--- config.mk ---
export PLATFORM = sky130hd
export DESIGN_NAME = multicycle_ctrl_fsm
export DESIGN_NICKNAME = d
export VERILOG_FILES = /design/src/rtl/riscv_ctrl_pkg.sv /design/src/rtl/alu_decoder.sv /design/src/rtl/multicycle_ctrl_fsm.sv
export SDC_FILE = /design/constraint.sdc
export NUM_CORES = 1
export LEC_CHECK = 0
export ABC_AREA = 0
export CAP_MARGIN = 20
export CORE_AREA = 2 2 62 64
export CTS_CLUSTER_SIZE = 14
export DETAILED_ROUTE_END_ITERATION = 10
export DIE_AREA = 0 0 64 66
export PLACE_DENSITY = 0.67
export RECOVER_POWER = 25
export SLEW_MARGIN = 30
export SYNTH_ARGS = -nofsm -noshare
export SYNTH_HDL_FRONTEND = slang
export SYNTH_SLANG_ARGS = --single-unit
--- constraint.sdc ---
create_clock -name i_clk -period 5.4 [get_ports i_clk]
set_input_delay 1.08 -clock i_clk [delete_from_list [all_inputs] [get_ports i_clk]]
set_output_delay 1.08 -clock i_clk [all_outputs]
set_load 0.02 [all_outputs]
--- src/rtl/riscv_ctrl_pkg.sv ---
// Shared encodings for the multicycle RV32I control unit: FSM states, opcodes,
// datapath select codes and the per-state Moore output table.
package riscv_ctrl_pkg;

  typedef enum logic [3:0] {
    S_FETCH,
    S_DECODE,
    S_MEMADR,
    S_MEMREAD,
    S_MEMWB,
    S_MEMWRITE,
    S_EXEC_R,
    S_EXEC_I,
    S_ALUWB,
    S_BRANCH,
    S_JAL,
    S_JALR_ADR,
    S_JALR_PC,
    S_LUI,
    S_ERROR
  } state_t;

  localparam logic [6:0] OP_LOAD   = 7'b0000011;
  localparam logic [6:0] OP_STORE  = 7'b0100011;
  localparam logic [6:0] OP_R      = 7'b0110011;
  localparam logic [6:0] OP_I      = 7'b0010011;
  localparam logic [6:0] OP_BRANCH = 7'b1100011;
  localparam logic [6:0] OP_JAL    = 7'b1101111;
  localparam logic [6:0] OP_JALR   = 7'b1100111;
  localparam logic [6:0] OP_LUI    = 7'b0110111;
  localparam logic [6:0] OP_AUIPC  = 7'b0010111;

  localparam logic [2:0] F3_WORD = 3'b010;
  localparam logic [2:0] F3_BEQ  = 3'b000;
  localparam logic [2:0] F3_BNE  = 3'b001;

  typedef enum logic [1:0] {
    ALUOP_ADD,
    ALUOP_SUB,
    ALUOP_FUNCT
  } alu_op_t;

  typedef enum logic [3:0] {
    ALU_ADD  = 4'd0,
    ALU_SUB  = 4'd1,
    ALU_AND  = 4'd2,
    ALU_OR   = 4'd3,
    ALU_XOR  = 4'd4,
    ALU_SLT  = 4'd5,
    ALU_SLL  = 4'd6,
    ALU_SRL  = 4'd7,
    ALU_SRA  = 4'd8,
    ALU_SLTU = 4'd9
  } alu_ctrl_t;

  typedef enum logic [2:0] {
    IMM_I = 3'b000,
    IMM_S = 3'b001,
    IMM_B = 3'b010,
    IMM_J = 3'b011,
    IMM_U = 3'b100
  } imm_src_t;

  typedef enum logic [1:0] {
    RES_ALUOUT    = 2'b00,
    RES_DATA      = 2'b01,
    RES_ALURESULT = 2'b10,
    RES_IMMEXT    = 2'b11
  } result_src_t;

  typedef enum logic [1:0] {
    SRCA_PC    = 2'b00,
    SRCA_OLDPC = 2'b01,
    SRCA_A     = 2'b10
  } src_a_t;

  typedef enum logic [1:0] {
    SRCB_WDATA = 2'b00,
    SRCB_IMM   = 2'b01,
    SRCB_FOUR  = 2'b10
  } src_b_t;

  typedef struct packed {
    logic        adr_src;
    result_src_t result_src;
    src_a_t      alu_src_a;
    src_b_t      alu_src_b;
    alu_op_t     alu_op;
    logic        reg_write;
    logic        trap;
  } moore_out_t;

  // Outputs that depend on the state alone; the strobes gated by zero or
  // mem_ready are produced separately in the top.
  function automatic moore_out_t moore_outs(input state_t s);
    moore_out_t o;
    o.adr_src    = 1'b0;
    o.result_src = RES_ALUOUT;
    o.alu_src_a  = SRCA_PC;
    o.alu_src_b  = SRCB_WDATA;
    o.alu_op     = ALUOP_ADD;
    o.reg_write  = 1'b0;
    o.trap       = 1'b0;
    case (s)
      S_FETCH: begin
        o.alu_src_b  = SRCB_FOUR;
        o.result_src = RES_ALURESULT;
      end
      S_DECODE: begin
        o.alu_src_a = SRCA_OLDPC;
        o.alu_src_b = SRCB_IMM;
      end
      S_MEMADR, S_JALR_ADR: begin
        o.alu_src_a = SRCA_A;
        o.alu_src_b = SRCB_IMM;
      end
      S_MEMREAD, S_MEMWRITE: o.adr_src = 1'b1;
      S_MEMWB: begin
        o.result_src = RES_DATA;
        o.reg_write  = 1'b1;
      end
      S_EXEC_R: begin
        o.alu_src_a = SRCA_A;
        o.alu_op    = ALUOP_FUNCT;
      end
      S_EXEC_I: begin
        o.alu_src_a = SRCA_A;
        o.alu_src_b = SRCB_IMM;
        o.alu_op    = ALUOP_FUNCT;
      end
      S_ALUWB: o.reg_write = 1'b1;
      S_BRANCH: begin
        o.alu_src_a = SRCA_A;
        o.alu_op    = ALUOP_SUB;
      end
      S_JAL, S_JALR_PC: begin
        o.alu_src_a = SRCA_OLDPC;
        o.alu_src_b = SRCB_FOUR;
      end
      S_LUI: begin
        o.result_src = RES_IMMEXT;
        o.reg_write  = 1'b1;
      end
      S_ERROR: o.trap = 1'b1;
      default: ;
    endcase
    return o;
  endfunction

  function automatic imm_src_t imm_src_of(input logic [6:0] op);
    imm_src_t r;
    case (op)
      OP_STORE:          r = IMM_S;
      OP_BRANCH:         r = IMM_B;
      OP_JAL:            r = IMM_J;
      OP_LUI, OP_AUIPC:  r = IMM_U;
      default:           r = IMM_I;
    endcase
    return r;
  endfunction

endpackage

--- src/rtl/alu_decoder.sv ---
// Maps the FSM's ALU operation class plus funct fields to the ALU control code.
module alu_decoder
  import riscv_ctrl_pkg::*;
(
  input  alu_op_t    i_alu_op,
  input  logic [2:0] i_funct3,
  input  logic       i_funct7b5,
  input  logic       i_is_rtype,
  output alu_ctrl_t  o_alu_control
);

  always_comb begin
    o_alu_control = ALU_ADD;
    case (i_alu_op)
      ALUOP_ADD: o_alu_control = ALU_ADD;
      ALUOP_SUB: o_alu_control = ALU_SUB;
      ALUOP_FUNCT: begin
        case (i_funct3)
          // instr[30] is part of the immediate for addi, so SUB is R-type only
          3'b000:  o_alu_control = (i_is_rtype && i_funct7b5) ? ALU_SUB : ALU_ADD;
          3'b001:  o_alu_control = ALU_SLL;
          3'b010:  o_alu_control = ALU_SLT;
          3'b011:  o_alu_control = ALU_SLTU;
          3'b100:  o_alu_control = ALU_XOR;
          3'b101:  o_alu_control = i_funct7b5 ? ALU_SRA : ALU_SRL;
          3'b110:  o_alu_control = ALU_OR;
          default: o_alu_control = ALU_AND;
        endcase
      end
      default: o_alu_control = ALU_ADD;
    endcase
  end

endmodule

--- src/rtl/multicycle_ctrl_fsm.sv ---
// Main sequencer for the multicycle RV32I datapath: state register, next-state
// logic, registered Moore selects and handshake/flag-gated strobes.
module multicycle_ctrl_fsm
  import riscv_ctrl_pkg::*;
#(
  parameter int HANDSHAKE_EN = 1,
  parameter int ALU_CTRL_W   = 4
) (
  input  logic                  i_clk,
  input  logic                  i_reset,
  input  logic [6:0]            i_op,
  input  logic [2:0]            i_funct3,
  input  logic                  i_funct7b5,
  input  logic                  i_zero,
  input  logic                  i_mem_ready,
  output logic                  o_pc_write,
  output logic                  o_adr_src,
  output logic                  o_mem_write,
  output logic                  o_ir_write,
  output logic [1:0]            o_result_src,
  output logic [1:0]            o_alu_src_a,
  output logic [1:0]            o_alu_src_b,
  output logic [2:0]            o_imm_src,
  output logic [ALU_CTRL_W-1:0] o_alu_control,
  output logic                  o_reg_write,
  output logic                  o_retire,
  output logic                  o_trap
);

  state_t     r_state;
  state_t     w_state_next;
  moore_out_t r_outs;
  logic       w_ready;
  logic       w_branch_take;
  alu_ctrl_t  w_alu_ctrl;

  assign w_ready       = (HANDSHAKE_EN != 0) ? i_mem_ready : 1'b1;
  assign w_branch_take = (i_funct3 == F3_BNE) ? ~i_zero : i_zero;

  always_comb begin
    w_state_next = r_state;
    case (r_state)
      S_FETCH:    w_state_next = w_ready ? S_DECODE : S_FETCH;
      S_DECODE: begin
        case (i_op)
          OP_LOAD, OP_STORE: w_state_next = (i_funct3 == F3_WORD) ? S_MEMADR : S_ERROR;
          OP_R:              w_state_next = S_EXEC_R;
          OP_I:              w_state_next = S_EXEC_I;
          OP_BRANCH:         w_state_next = (i_funct3 == F3_BEQ || i_funct3 == F3_BNE) ?
                                            S_BRANCH : S_ERROR;
          OP_JAL:            w_state_next = S_JAL;
          OP_JALR:           w_state_next = S_JALR_ADR;
          OP_LUI:            w_state_next = S_LUI;
          OP_AUIPC:          w_state_next = S_ALUWB;
          default:           w_state_next = S_ERROR;
        endcase
      end
      S_MEMADR:   w_state_next = (i_op == OP_LOAD) ? S_MEMREAD : S_MEMWRITE;
      S_MEMREAD:  w_state_next = w_ready ? S_MEMWB : S_MEMREAD;
      S_MEMWB:    w_state_next = S_FETCH;
      S_MEMWRITE: w_state_next = w_ready ? S_FETCH : S_MEMWRITE;
      S_EXEC_R:   w_state_next = S_ALUWB;
      S_EXEC_I:   w_state_next = S_ALUWB;
      S_ALUWB:    w_state_next = S_FETCH;
      S_BRANCH:   w_state_next = S_FETCH;
      S_JAL:      w_state_next = S_ALUWB;
      S_JALR_ADR: w_state_next = S_JALR_PC;
      S_JALR_PC:  w_state_next = S_ALUWB;
      S_LUI:      w_state_next = S_FETCH;
      S_ERROR:    w_state_next = S_ERROR;
      default:    w_state_next = S_ERROR;
    endcase
  end

  // Moore outputs are registered from the next state so they line up with r_state.
  always_ff @(posedge i_clk or posedge i_reset) begin
    if (i_reset) begin
      r_state <= S_FETCH;
      r_outs  <= moore_outs(S_FETCH);
    end else begin
      r_state <= w_state_next;
      r_outs  <= moore_outs(w_state_next);
    end
  end

  // Strobes follow the live mem_ready/zero inputs and are killed by reset at once.
  always_comb begin
    o_pc_write  = 1'b0;
    o_ir_write  = 1'b0;
    o_mem_write = 1'b0;
    o_retire    = 1'b0;
    if (!i_reset) begin
      case (r_state)
        S_FETCH: begin
          o_pc_write = w_ready;
          o_ir_write = w_ready;
        end
        S_BRANCH: begin
          o_pc_write = w_branch_take;
          o_retire   = 1'b1;
        end
        S_JAL, S_JALR_PC: o_pc_write = 1'b1;
        S_MEMWRITE: begin
          o_mem_write = 1'b1;
          o_retire    = w_ready;
        end
        S_MEMWB, S_ALUWB, S_LUI: o_retire = 1'b1;
        default: ;
      endcase
    end
  end

  alu_decoder u_alu_decoder (
    .i_alu_op      (r_outs.alu_op),
    .i_funct3      (i_funct3),
    .i_funct7b5    (i_funct7b5),
    .i_is_rtype    (i_op == OP_R),
    .o_alu_control (w_alu_ctrl)
  );

  assign o_adr_src     = r_outs.adr_src;
  assign o_result_src  = r_outs.result_src;
  assign o_alu_src_a   = r_outs.alu_src_a;
  assign o_alu_src_b   = r_outs.alu_src_b;
  assign o_imm_src     = imm_src_of(i_op);
  assign o_alu_control = ALU_CTRL_W'(w_alu_ctrl);
  assign o_reg_write   = r_outs.reg_write & ~i_reset;
  assign o_trap        = r_outs.trap;

endmodule
==> results.ini, run 1 <==
[worst_setup_path]
cp_common_cell = clkdlybuf4s50_1
cp.arrival_ns = 3.26
cp_max_fo = 11
max_stage_delay_ns = 0.68
cp_num_buf_inv = 2
end_kind = output pin
slowest_stage = clkdlybuf4s50_1
worst_ep_required_time_ns = 4.32
crit_chain = clkdlybuf4s50_1, or3_2, a2111oi_0, clkdlybuf4s50_1
path_class = input pin to output pin
critPathLaunchType = input pin
critPathTopFamily = buffers and inverters

[yosys]
seq_area_frac_synth_pct = 27.83
synth_edf_count = 0
ys_async_sr_fraction_pct = 100.0
yosysTopAreaCell = dfrtp_1
synth_ff_type = dfrtp_1
syn_area_um2 = 1358
synth_top_area_share_pct = 23.96
syn_avg_cell_area_um2 = 8.647
ys_ff_latch = 15
yosysUniqueCellTypes = 56
synth_nets = 174
postSynthCellCount = 157
synthTopCellsByArea = dfrtp_1, buf_6, nand2_1
yosysWarnings = 0

[pwr]
sw_frac_of_total_pct = 44.72
clkPwrFrac_pct = 9.5
p_switching_mw = 0.2862
seqPwrFrac_pct = 32.1
p_total_mw = 0.6400
power_density_nw_per_um2 = 393.7
peakVddDrop_mv = 0.2339
cellInternalPower_mw = 0.3538
combinationalPowerShare_pct = 58.4
p_leak_nw = 0.6454

[clocking]
cts_sinks = 15
clk_latency_ns = 0.28
htree_levels = 1
ctsHoldBuffers = 0
numCtsBuffers = 3
cts_setup_buffers = 0
cts_resized = 0
tritoncts = done
cts_max_path_buffers = 2
cts_root_buf = clkbuf_4
clk_pin_slew_worst_paths_ns = 0.08

[grt]
grt.total_usage_pct = 13.90
grt_pass1_wl_mm = 4.781
grt_pass1_vias = 1113
antenna_found_initial = 0
grt.overflow.total = 0
grt_max_degree = 16

[drt]
drt_iter0_markers = 74
firstDrtPassIters = 4
routed_wl_mm = 2.814
via_per_inst = 5.313
drc = 0
vias = 1190
drtAntennaViolNets = 0
post_drt_wl_per_cell_um = 12.56

[sta]
setup_viol = 0
hold_violations = 0
fin_crit_sh_pct = 80.37
relSlewSlack_pct = 56.86
fin_setup_tns_ns = 0
slew_viol_final = 0
fin_crit_ns = 4.340
fmax_mhz = 230.4
rsz0062_at_grt = no
worst_pin_slew_ns = 0.6471
finClkSkew_ns = 0.004064
hold_ws_ns = 0.7437

[placed_design]
portBuffers = 34
place_hpwl_mm = 2.158
gp_congestion = 0.8111

[floorplan]
core_um2 = 3551
die_h_um = 66
rows = 22
die_x_um = 64
die-area_um2 = 4224
start_util_pct = 38.23
ios = 35

[hold_path]
hold_path.class = flop to flop

[final_layout]
nNetsFinal = 194
final_layout_size_suffix_gt1_share_pct = 9.091
syn_to_final_growth_pct = 19.72
diodes = 0

[run_status]
status = completed

[job]
maxCapViolations = 0

Yosys cell counts (3+ instances only):
cell type	number
buf_4	8
nor2_1	14
o21ai_0	3
nand2b_1	3
nor2b_1	4
buf_6	6
nor4b_1	3
nor3_1	5
inv_1	5
nand3_1	5
nor3b_1	3
clkbuf_1	3
nand3b_1	4
nand2_1	17
dfrtp_1	13
xor2_1	3
o211ai_1	6
a21oi_1	6
final timing paths:
kind                             from              to  slack [ns]  depth (start not counted)
min reg2reg                r_state[3]       o_adr_src        0.74                          1
min                        r_state[3]       o_adr_src        0.74                          1
max                           i_op[2]    o_imm_src[0]        1.06                          4
max in group asynchronous     i_reset  o_alu_src_b[1]        3.63                          2
min in group asynchronous     i_reset  o_alu_src_b[0]        1.40                          2
max reg2reg                r_state[1]       r_outs[1]        2.90                          6
routing by layer:
layer	GRT usage, %	wire, um	vias to the layer above
met1	17.65	1340	565
li1	-	-	598
met4	3.804	14	0
met3	3.578	109	2
met5	0	0	-
met2	23.31	1349	25
sequential cells by signal, indices dropped and copies added (netlist names):
name,count
o_adr_src,1
o_trap,1
r_state,4
o_alu_src_b,2
r_outs,3
o_alu_src_a,2
o_result_src,2
placed cells by master, fill, tap and decap left out, drive strengths merged, types with 2 or more instances in the layout:
| cell | synthesis | routed |
|---|---|---|
| a2111oi | 2 | 2 |
| a211oi | 3 | 3 |
| a21oi | 6 | 6 |
| and2 | 2 | 2 |
| and2b | 2 | 2 |
| and3b | 2 | 2 |
| clkbuf | 3 | 4 |
| clkdlybuf4s50 | 0 | 33 |
| dfrtp | 13 | 13 |
| dfstp | 2 | 2 |
| ha | 2 | 2 |
| inv | 6 | 6 |
| nand2 | 17 | 17 |
| nand2b | 3 | 3 |
| nand3 | 6 | 6 |
| nand3b | 4 | 4 |
| nand4 | 2 | 2 |
| nor2 | 14 | 14 |
| nor2b | 4 | 4 |
| nor3 | 5 | 5 |
| nor3b | 3 | 3 |
| nor4b | 4 | 4 |
| o211a | 2 | 2 |
| o211ai | 7 | 7 |
| o21ai | 3 | 3 |
| o31ai | 2 | 2 |
| xor2 | 3 | 3 |
per-stage QoR:
stage	util (%)	instances	worst slack, ns	instance area (um^2)
final	45.77	224	1.060	1625
after global routing	45.77	224	0.9683	1625
after CTS	45.77	224	1.027	1625
after detailed placement	45.03	220	1.030	1599
after global placement	45.03	220	1.136	1599
after floorplan	-	157	1.573	1358
logic make-up (layout without fill, tap and decap cells):
logic type	after synthesis	in the layout	share of synthesized area, %
and+or+nand+nor	77	77	33.09
xor gates and xnor gates	4	4	2.581
AOI/OAI and AO/OA	33	33	20.55
DFF	15	15	27.83
adders and majority gates	2	2	1.843
buffers and inverters	25	44	13.36
muxes	1	1	0.7374
final cells by class:
cell class                 instances  area [um^2]
clock buffer                       4        26.28
fill                             337         1926
inverter                           6        22.52
multi-input combinational        117        798.3
sequential                        15        377.9
tap                               48        60.06
timing repair buffer              34        340.3
power groups by stage:
stage | Clock, mW | Sequential (mW) | Combinational (mW)
2_1_floorplan | 0 | 0.180 | 0.338
3_3_place_gp | 0 | 0.206 | 0.371
4_1_cts | 0.0629 | 0.205 | 0.375
5_1_grt | 0.0700 | 0.212 | 0.411
6_report | 0.0606 | 0.206 | 0.374
3_5_place_dp | 0 | 0.207 | 0.373
No activity file was read; power rests on OpenSTA's default activity.
==> run 2: changes to the inputs <==
Settings changed: PLACE_DENSITY 0.67 to 0.7.
Clock period 5.4 ns to 3.5 ns, I/O delays scaled along.
==> results.ini, run 2 (synthesis gave the netlist of run 1 again) <==
[pwr]
cellInternalPower_mw = 0.5675  ; +60%
p_switching_mw = 0.4610  ; +61%
seqPwrFrac_pct = 30.6  ; -1.5 points
peakVddDrop_mv = 0.3900  ; +67%
p_leak_nw = 0.6971  ; +8.0%
power_density_nw_per_um2 = 604.5  ; +54%
combinationalPowerShare_pct = 60.0  ; +1.6 points
p_total_mw = 1.029  ; +61%
clkPwrFrac_pct = 9.4  ; about the same
sw_frac_of_total_pct = 44.82  ; +0.11 points

[worst_setup_path]
crit_chain = clkdlybuf4s50_1, or3_2, a2111oi_0, clkdlybuf4s50_1
cp_common_cell = clkdlybuf4s50_1
reg2reg_to = r_outs[1]
slowest_stage = clkdlybuf4s50_1
end_kind = output pin
startpoint = i_op[3]
worst_ep_required_time_ns = 2.80  ; -1.52 ns
rr_startpoint = r_state[1]
path_class = input pin to output pin
r2r_cells = 6  ; unchanged
r2r_slack_ns = 1.02  ; -1.88 ns
max_stage_delay_ns = 0.67  ; about the same
cp.arrival_ns = 2.62  ; -0.64 ns
crit_end = o_imm_src[0]
critPathLaunchType = input pin
cp_max_fo = 2  ; -9

[drt]
firstDrtPassIters = 5  ; +1
drt_iter0_markers = 63  ; -15%
routed_wl_mm = 3.097  ; +10%
post_drt_wl_per_cell_um = 13.24  ; +5.4%
drtAntennaViolNets = 0  ; unchanged
via_per_inst = 5.402  ; +1.7%
vias = 1264  ; +6.2%
drc = 0  ; unchanged

[grt]
grt.overflow.total = 0  ; unchanged
grt_pass1_vias = 1217  ; +9.3%
grt_pass1_wl_mm = 5.506  ; +15%
grt_max_degree = 16  ; unchanged
grt.total_usage_pct = 15.88  ; +2.0 points
antenna_found_initial = 0  ; unchanged

[floorplan]
die_x_um = 64  ; unchanged
core_um2 = 3551  ; unchanged
ios = 35  ; unchanged
start_util_pct = 38.23  ; unchanged
die_h_um = 66  ; unchanged
rows = 22  ; unchanged
die-area_um2 = 4224  ; unchanged

[clocking]
clk_latency_ns = 0.27  ; about the same
cts_root_buf = clkbuf_4
clk_pin_slew_worst_paths_ns = 0.09  ; about the same
ctsHoldBuffers = 0  ; unchanged
htree_levels = 1  ; unchanged
cts_max_path_buffers = 2  ; unchanged
cts_sinks = 15  ; unchanged
tritoncts = done
cts_setup_buffers = 0  ; unchanged
numCtsBuffers = 3  ; unchanged
cts_resized = 0  ; unchanged

[final_layout]
largest_reg_flops = 4  ; unchanged
syn_to_final_growth_pct = 25.35
final_util_pct = 47.92  ; +2.1 points
most-common-layout-cells = clkdlybuf4s50_1, nand2_1, nor2_1
diodes = 0  ; unchanged
final_cells = 234  ; +4.5%
top_register = r_state
final_layout_size_suffix_gt1_share_pct = 14.52  ; +5.4 points
top_regs = r_state: 4 flops, r_outs: 3 flops
layout_commonest_cell = clkdlybuf4s50_1
nNetsFinal = 204  ; +5.2%

[run_status]
status = completed

[sta]
fin_setup_tns_ns = 0  ; unchanged
worst_pin_slew_ns = 0.6495  ; +0.002357 ns
rsz0062_at_grt = no
relSlewSlack_pct = 56.59  ; -0.27 points
fin_crit_sh_pct = 94.99
hold_violations = 0  ; unchanged
fmax_mhz = 300.8
setup_viol = 0  ; unchanged
setup_slack_ns = 0.1753  ; -0.8844 ns
fin_crit_ns = 3.325
finClkSkew_ns = 0.0006183  ; -0.003446 ns
slew_viol_final = 0  ; unchanged

[placed_design]
pre_cts_ws_ns = 0.1708  ; -0.8592 ns
place_hpwl_mm = 2.386  ; +11%
place_inst = 230  ; +4.5%
portBuffers = 34  ; unchanged
gp_congestion = 0.8213  ; +1.3%

[hold_path]
hold_path.class = flop to flop

[job]
maxCapViolations = 0  ; unchanged

[run 2: area by class of cell]
| cell class | instances | area, um^2 |
|---|---|---|
| clock inverters | 1 | 5.005 |
| flip-flops and latches | 15 | 377.9 |
| clock buffers | 3 | 22.52 |
| repair buffers | 44 | 415.4 |
| inverters | 6 | 22.52 |
| fillers | 342 | 1849 |
| well taps | 48 | 60.06 |
| multi-input cells | 117 | 798.3 |
[run 2: routing by layer]
layer	global-route usage, %	vias up	routed length [um]
li1	-	617	-
met1	20.32	606	1391
met2	28.65	35	1534
met3	1.874	6	133
met4	3.261	0	37
met5	0	-	0
[run 2: stage by stage]
step	hold slack, ns	cell area [um^2]
3_5_place_dp	0.7012	1674
3_3_place_gp	0.6954	1674
6_report	0.7204	1702
4_1_cts	0.7193	1702
2_1_floorplan	0.5973	1358
5_1_grt	0.7672	1702
[run 2: how the worst min path moves through the flow]
| stage | from | end | slack (ns) | cells past startpoint |
|---|---|---|---|---|
| 2_1_floorplan | i_reset | o_adr_src | 0.60 | 1 |
| 3_3_place_gp | r_state[3] | o_adr_src | 0.70 | 1 |
| 3_5_place_dp | r_state[3] | o_adr_src | 0.70 | 1 |
| 4_1_cts | r_state[3] | o_adr_src | 0.72 | 1 |
| 5_1_grt | r_state[3] | o_adr_src | 0.77 | 1 |
| 6_report | r_state[3] | o_adr_src | 0.72 | 1 |
[run 2: power by group through the flow]
stage          Combinational, mW  Sequential (mW)  Clock, mW
2_1_floorplan              0.521            0.278          0
3_5_place_dp               0.615            0.318          0
3_3_place_gp               0.602            0.313          0
6_report                   0.617            0.315     0.0966
5_1_grt                    0.679            0.327      0.113
4_1_cts                    0.620            0.314     0.0992
[run 2: worst max-delay path, delay by kind of cell]
| family | cells | cell delay (ns) |
|---|---|---|
| and+or+nand+nor | 1 | 0.47 |
| buffers and inverters | 2 | 1.09 |
| AOI/OAI and AO/OA | 1 | 0.36 |
==> run 3: changes to the inputs <==
Settings changed: SYNTH_HIERARCHICAL from default to 1.
==> results.ini, run 3 <==
[run_status]
status = completed

[pwr]
seqPwrFrac_pct = 29.9  ; -0.7 points
cellInternalPower_mw = 0.5929  ; +4.5%
p_switching_mw = 0.4868  ; +5.6%
p_leak_nw = 0.7072  ; +1.5%
power_density_nw_per_um2 = 614.6  ; +1.7%
peakVddDrop_mv = 0.2030  ; -48%
sw_frac_of_total_pct = 45.08  ; +0.26 points
clkPwrFrac_pct = 8.9  ; -0.5 points
combinationalPowerShare_pct = 61.2  ; +1.2 points

[yosys]
synth_edf_count = 0  ; unchanged
synth_most_common_cell = dfrtp_1
postSynthCellCount = 169  ; +7.6%
syn_area_um2 = 1371  ; +1.0%
syn_avg_cell_area_um2 = 8.114  ; -6.2%
synth_nets = 186  ; +6.9%
yosysUniqueCellTypes = 54  ; -3.6%
synth_top_area_share_pct = 23.72  ; -0.24 points
synthTopCellsByArea = dfrtp_1, a21oi_1, buf_4
yosysTopAreaCell = dfrtp_1
ys_ff_latch = 15  ; unchanged
yosysWarnings = 6  ; +6
ys_async_sr_fraction_pct = 100.0  ; unchanged
synth_common_cells = dfrtp_1, a21oi_1, nor2_1
seq_area_frac_synth_pct = 27.55  ; -0.28 points
synth_ff_type = dfrtp_1

[floorplan]
core_um2 = 3551  ; unchanged
die_x_um = 64  ; unchanged
die_h_um = 66  ; unchanged
start_util_pct = 38.62  ; +0.39 points
die-area_um2 = 4224  ; unchanged
rows = 22  ; unchanged
ios = 35  ; unchanged

[worst_setup_path]
rr_startpoint = r_state[1]
critPathLaunchType = input pin
critPathTopFamily = buffers and inverters
cp_max_fo = 4  ; +2
cp_common_cell = clkdlybuf4s50_1
cp_num_buf_inv = 2  ; unchanged
r2r_cells = 6  ; unchanged
slowest_stage = clkdlybuf4s50_1
reg2reg_to = o_alu_src_a[0]
cp.arrival_ns = 2.59  ; -0.03 ns
max_stage_delay_ns = 0.64  ; -0.03 ns
path_class = input pin to output pin
end_kind = output pin
r2r_slack_ns = 1.00  ; -0.02 ns
crit_chain = clkdlybuf4s50_1, nor2b_1, and4_1, a311oi_1, a211oi_1, clkdlybuf4s50_1
worst_ep_required_time_ns = 2.80  ; about the same

[hold_path]
hold_path_depth = 1  ; unchanged
holdPathEnd = o_adr_src
min_from = r_state[3]
hold_path.class = flop to flop

[clocking]
clk_pin_slew_worst_paths_ns = 0.08  ; about the same
cts_sinks = 15  ; unchanged
clk_latency_ns = 0.28  ; about the same
tritoncts = done
cts_max_path_buffers = 2  ; unchanged
numCtsBuffers = 3  ; unchanged
cts_setup_buffers = 0  ; unchanged
htree_levels = 1  ; unchanged
cts_root_buf = clkbuf_4
ctsHoldBuffers = 0  ; unchanged

[final_layout]
diodes = 0  ; unchanged
syn_to_final_growth_pct = 28.10
final_cells = 246  ; +5.1%
fillers = 331  ; -3.2%
final_layout_size_suffix_gt1_share_pct = 13.13  ; -1.4 points
top_regs = r_state: 4 flops, r_outs: 3 flops
top_register = r_state
most-common-layout-cells = clkdlybuf4s50_1, dfrtp_1, nor2_1, a21oi_1
layout_commonest_cell = clkdlybuf4s50_1
design_area_um2 = 1757  ; +3.2%
largest_reg_flops = 4  ; unchanged
nNetsFinal = 216  ; +5.9%
final_util_pct = 49.47  ; +1.6 points

[grt]
grt_max_degree = 16  ; unchanged
grt_pass1_vias = 1247  ; +2.5%
grt_pass1_wl_mm = 5.340  ; -3.0%
grt.total_usage_pct = 15.71  ; -0.18 points
grt.overflow.total = 0  ; unchanged
antenna_found_initial = 0  ; unchanged

[sta]
worst_pin_slew_ns = 0.5526  ; -0.09683 ns
fin_crit_sh_pct = 93.88  ; -1.1 points
hold_violations = 0  ; unchanged
fin_crit_ns = 3.286  ; -0.03897 ns
setup_viol = 0  ; unchanged
finClkSkew_ns = 0.004508  ; +0.003889 ns
relSlewSlack_pct = 63.12  ; +6.5 points
rsz0062_at_grt = no
slew_viol_final = 0  ; unchanged
fin_setup_tns_ns = 0  ; unchanged
fmax_mhz = 304.4  ; +1.2%

[drt]
routed_wl_mm = 3.213  ; +3.7%
post_drt_wl_per_cell_um = 13.06  ; -1.3%
firstDrtPassIters = 4  ; -1
vias = 1333  ; +5.5%
drt_iter0_markers = 87  ; +38%
drc = 0  ; unchanged
via_per_inst = 5.419  ; +0.31%
drtAntennaViolNets = 0  ; unchanged

[job]
maxCapViolations = 0  ; unchanged

[placed_design]
placed_area_um2 = 1728  ; +3.2%
gp_congestion = 0.9064  ; +10%
portBuffers = 34  ; unchanged
place_inst = 242  ; +5.2%
place_hpwl_mm = 2.485  ; +4.1%

run 3: how the worst max path moves through the flow:
stage                startpoint          endpoint  slack [ns]  cells past startpoint
global placement    i_funct3[2]        o_pc_write        0.13                      8
finish                  i_op[4]  o_alu_control[0]        0.21                      6
floorplan               i_op[4]  o_alu_control[0]        0.80                      5
CTS                 i_funct3[2]        o_pc_write        0.17                      8
global route            i_op[0]  o_alu_control[0]        0.14                      6
detailed placement  i_funct3[2]        o_pc_write        0.18                      8
run 3: layout make-up:
cell class              count  area, um^2  share of cell area [%]
clock buffers               4       26.28                   1.496
inverters                   9       33.78                   1.923
repair buffers             43       410.4                   23.36
well taps                  48       60.06                   3.419
multi-input cells         127       848.3                   48.29
flip-flops and latches     15       377.9                   21.51
run 3: per-stage QoR:
| stage | hold slack (ns) | power [mW] | setup slack, ns |
|---|---|---|---|
| 2_1_floorplan | 0.6000 | 0.8275 | 0.7958 |
| 3_3_place_gp | 0.6811 | 0.9647 | 0.1327 |
| 3_5_place_dp | 0.6916 | 0.9836 | 0.1800 |
| 4_1_cts | 0.7014 | 1.080 | 0.1714 |
| 5_1_grt | 0.7497 | 1.162 | 0.1350 |
| 6_report | 0.7065 | 1.080 | 0.2143 |
run 3: logic make-up (layout without fill, tap and decap cells):
logic type	Yosys count	in the layout	synth area share, %
and+or+nand+nor	81	81	37.50
xor gates and xnor gates	4	4	2.555
DFF	15	15	27.55
adders and majority gates	2	2	1.825
buffers and inverters	27	56	10.58
AOI/OAI and AO/OA	40	40	19.98
run 3: worst reg2reg max path: stages (launching register included):
cell	delay, ns
dfrtp_1	0.55
nor4b_2	0.59
a221oi_2	0.12
buf_4	0.19
or3_1	0.45
or3_1	0.35
o211ai_1	0.16
run 3: metal layers:
metal | global-route usage (%) | vias to the layer above | wire length, um
met5 | 0 | - | 0
met2 | 28.26 | 30 | 1583
met3 | 1.704 | 7 | 92
met4 | 5.435 | 0 | 48
li1 | - | 676 | -
met1 | 19.39 | 620 | 1488
run 3: timing repair:
item	CTS	global route
setup endpoints to repair	0	1
endpoints found under the hold margin	0	0
gates resized for setup	0	1
run 3: power groups by stage:
stage,clock (mW),sequential [mW],combinational [mW]
2_1_floorplan,0,0.279,0.548
3_3_place_gp,0,0.323,0.641
3_5_place_dp,0,0.325,0.658
4_1_cts,0.0974,0.321,0.662
5_1_grt,0.105,0.332,0.725
6_report,0.0962,0.322,0.661
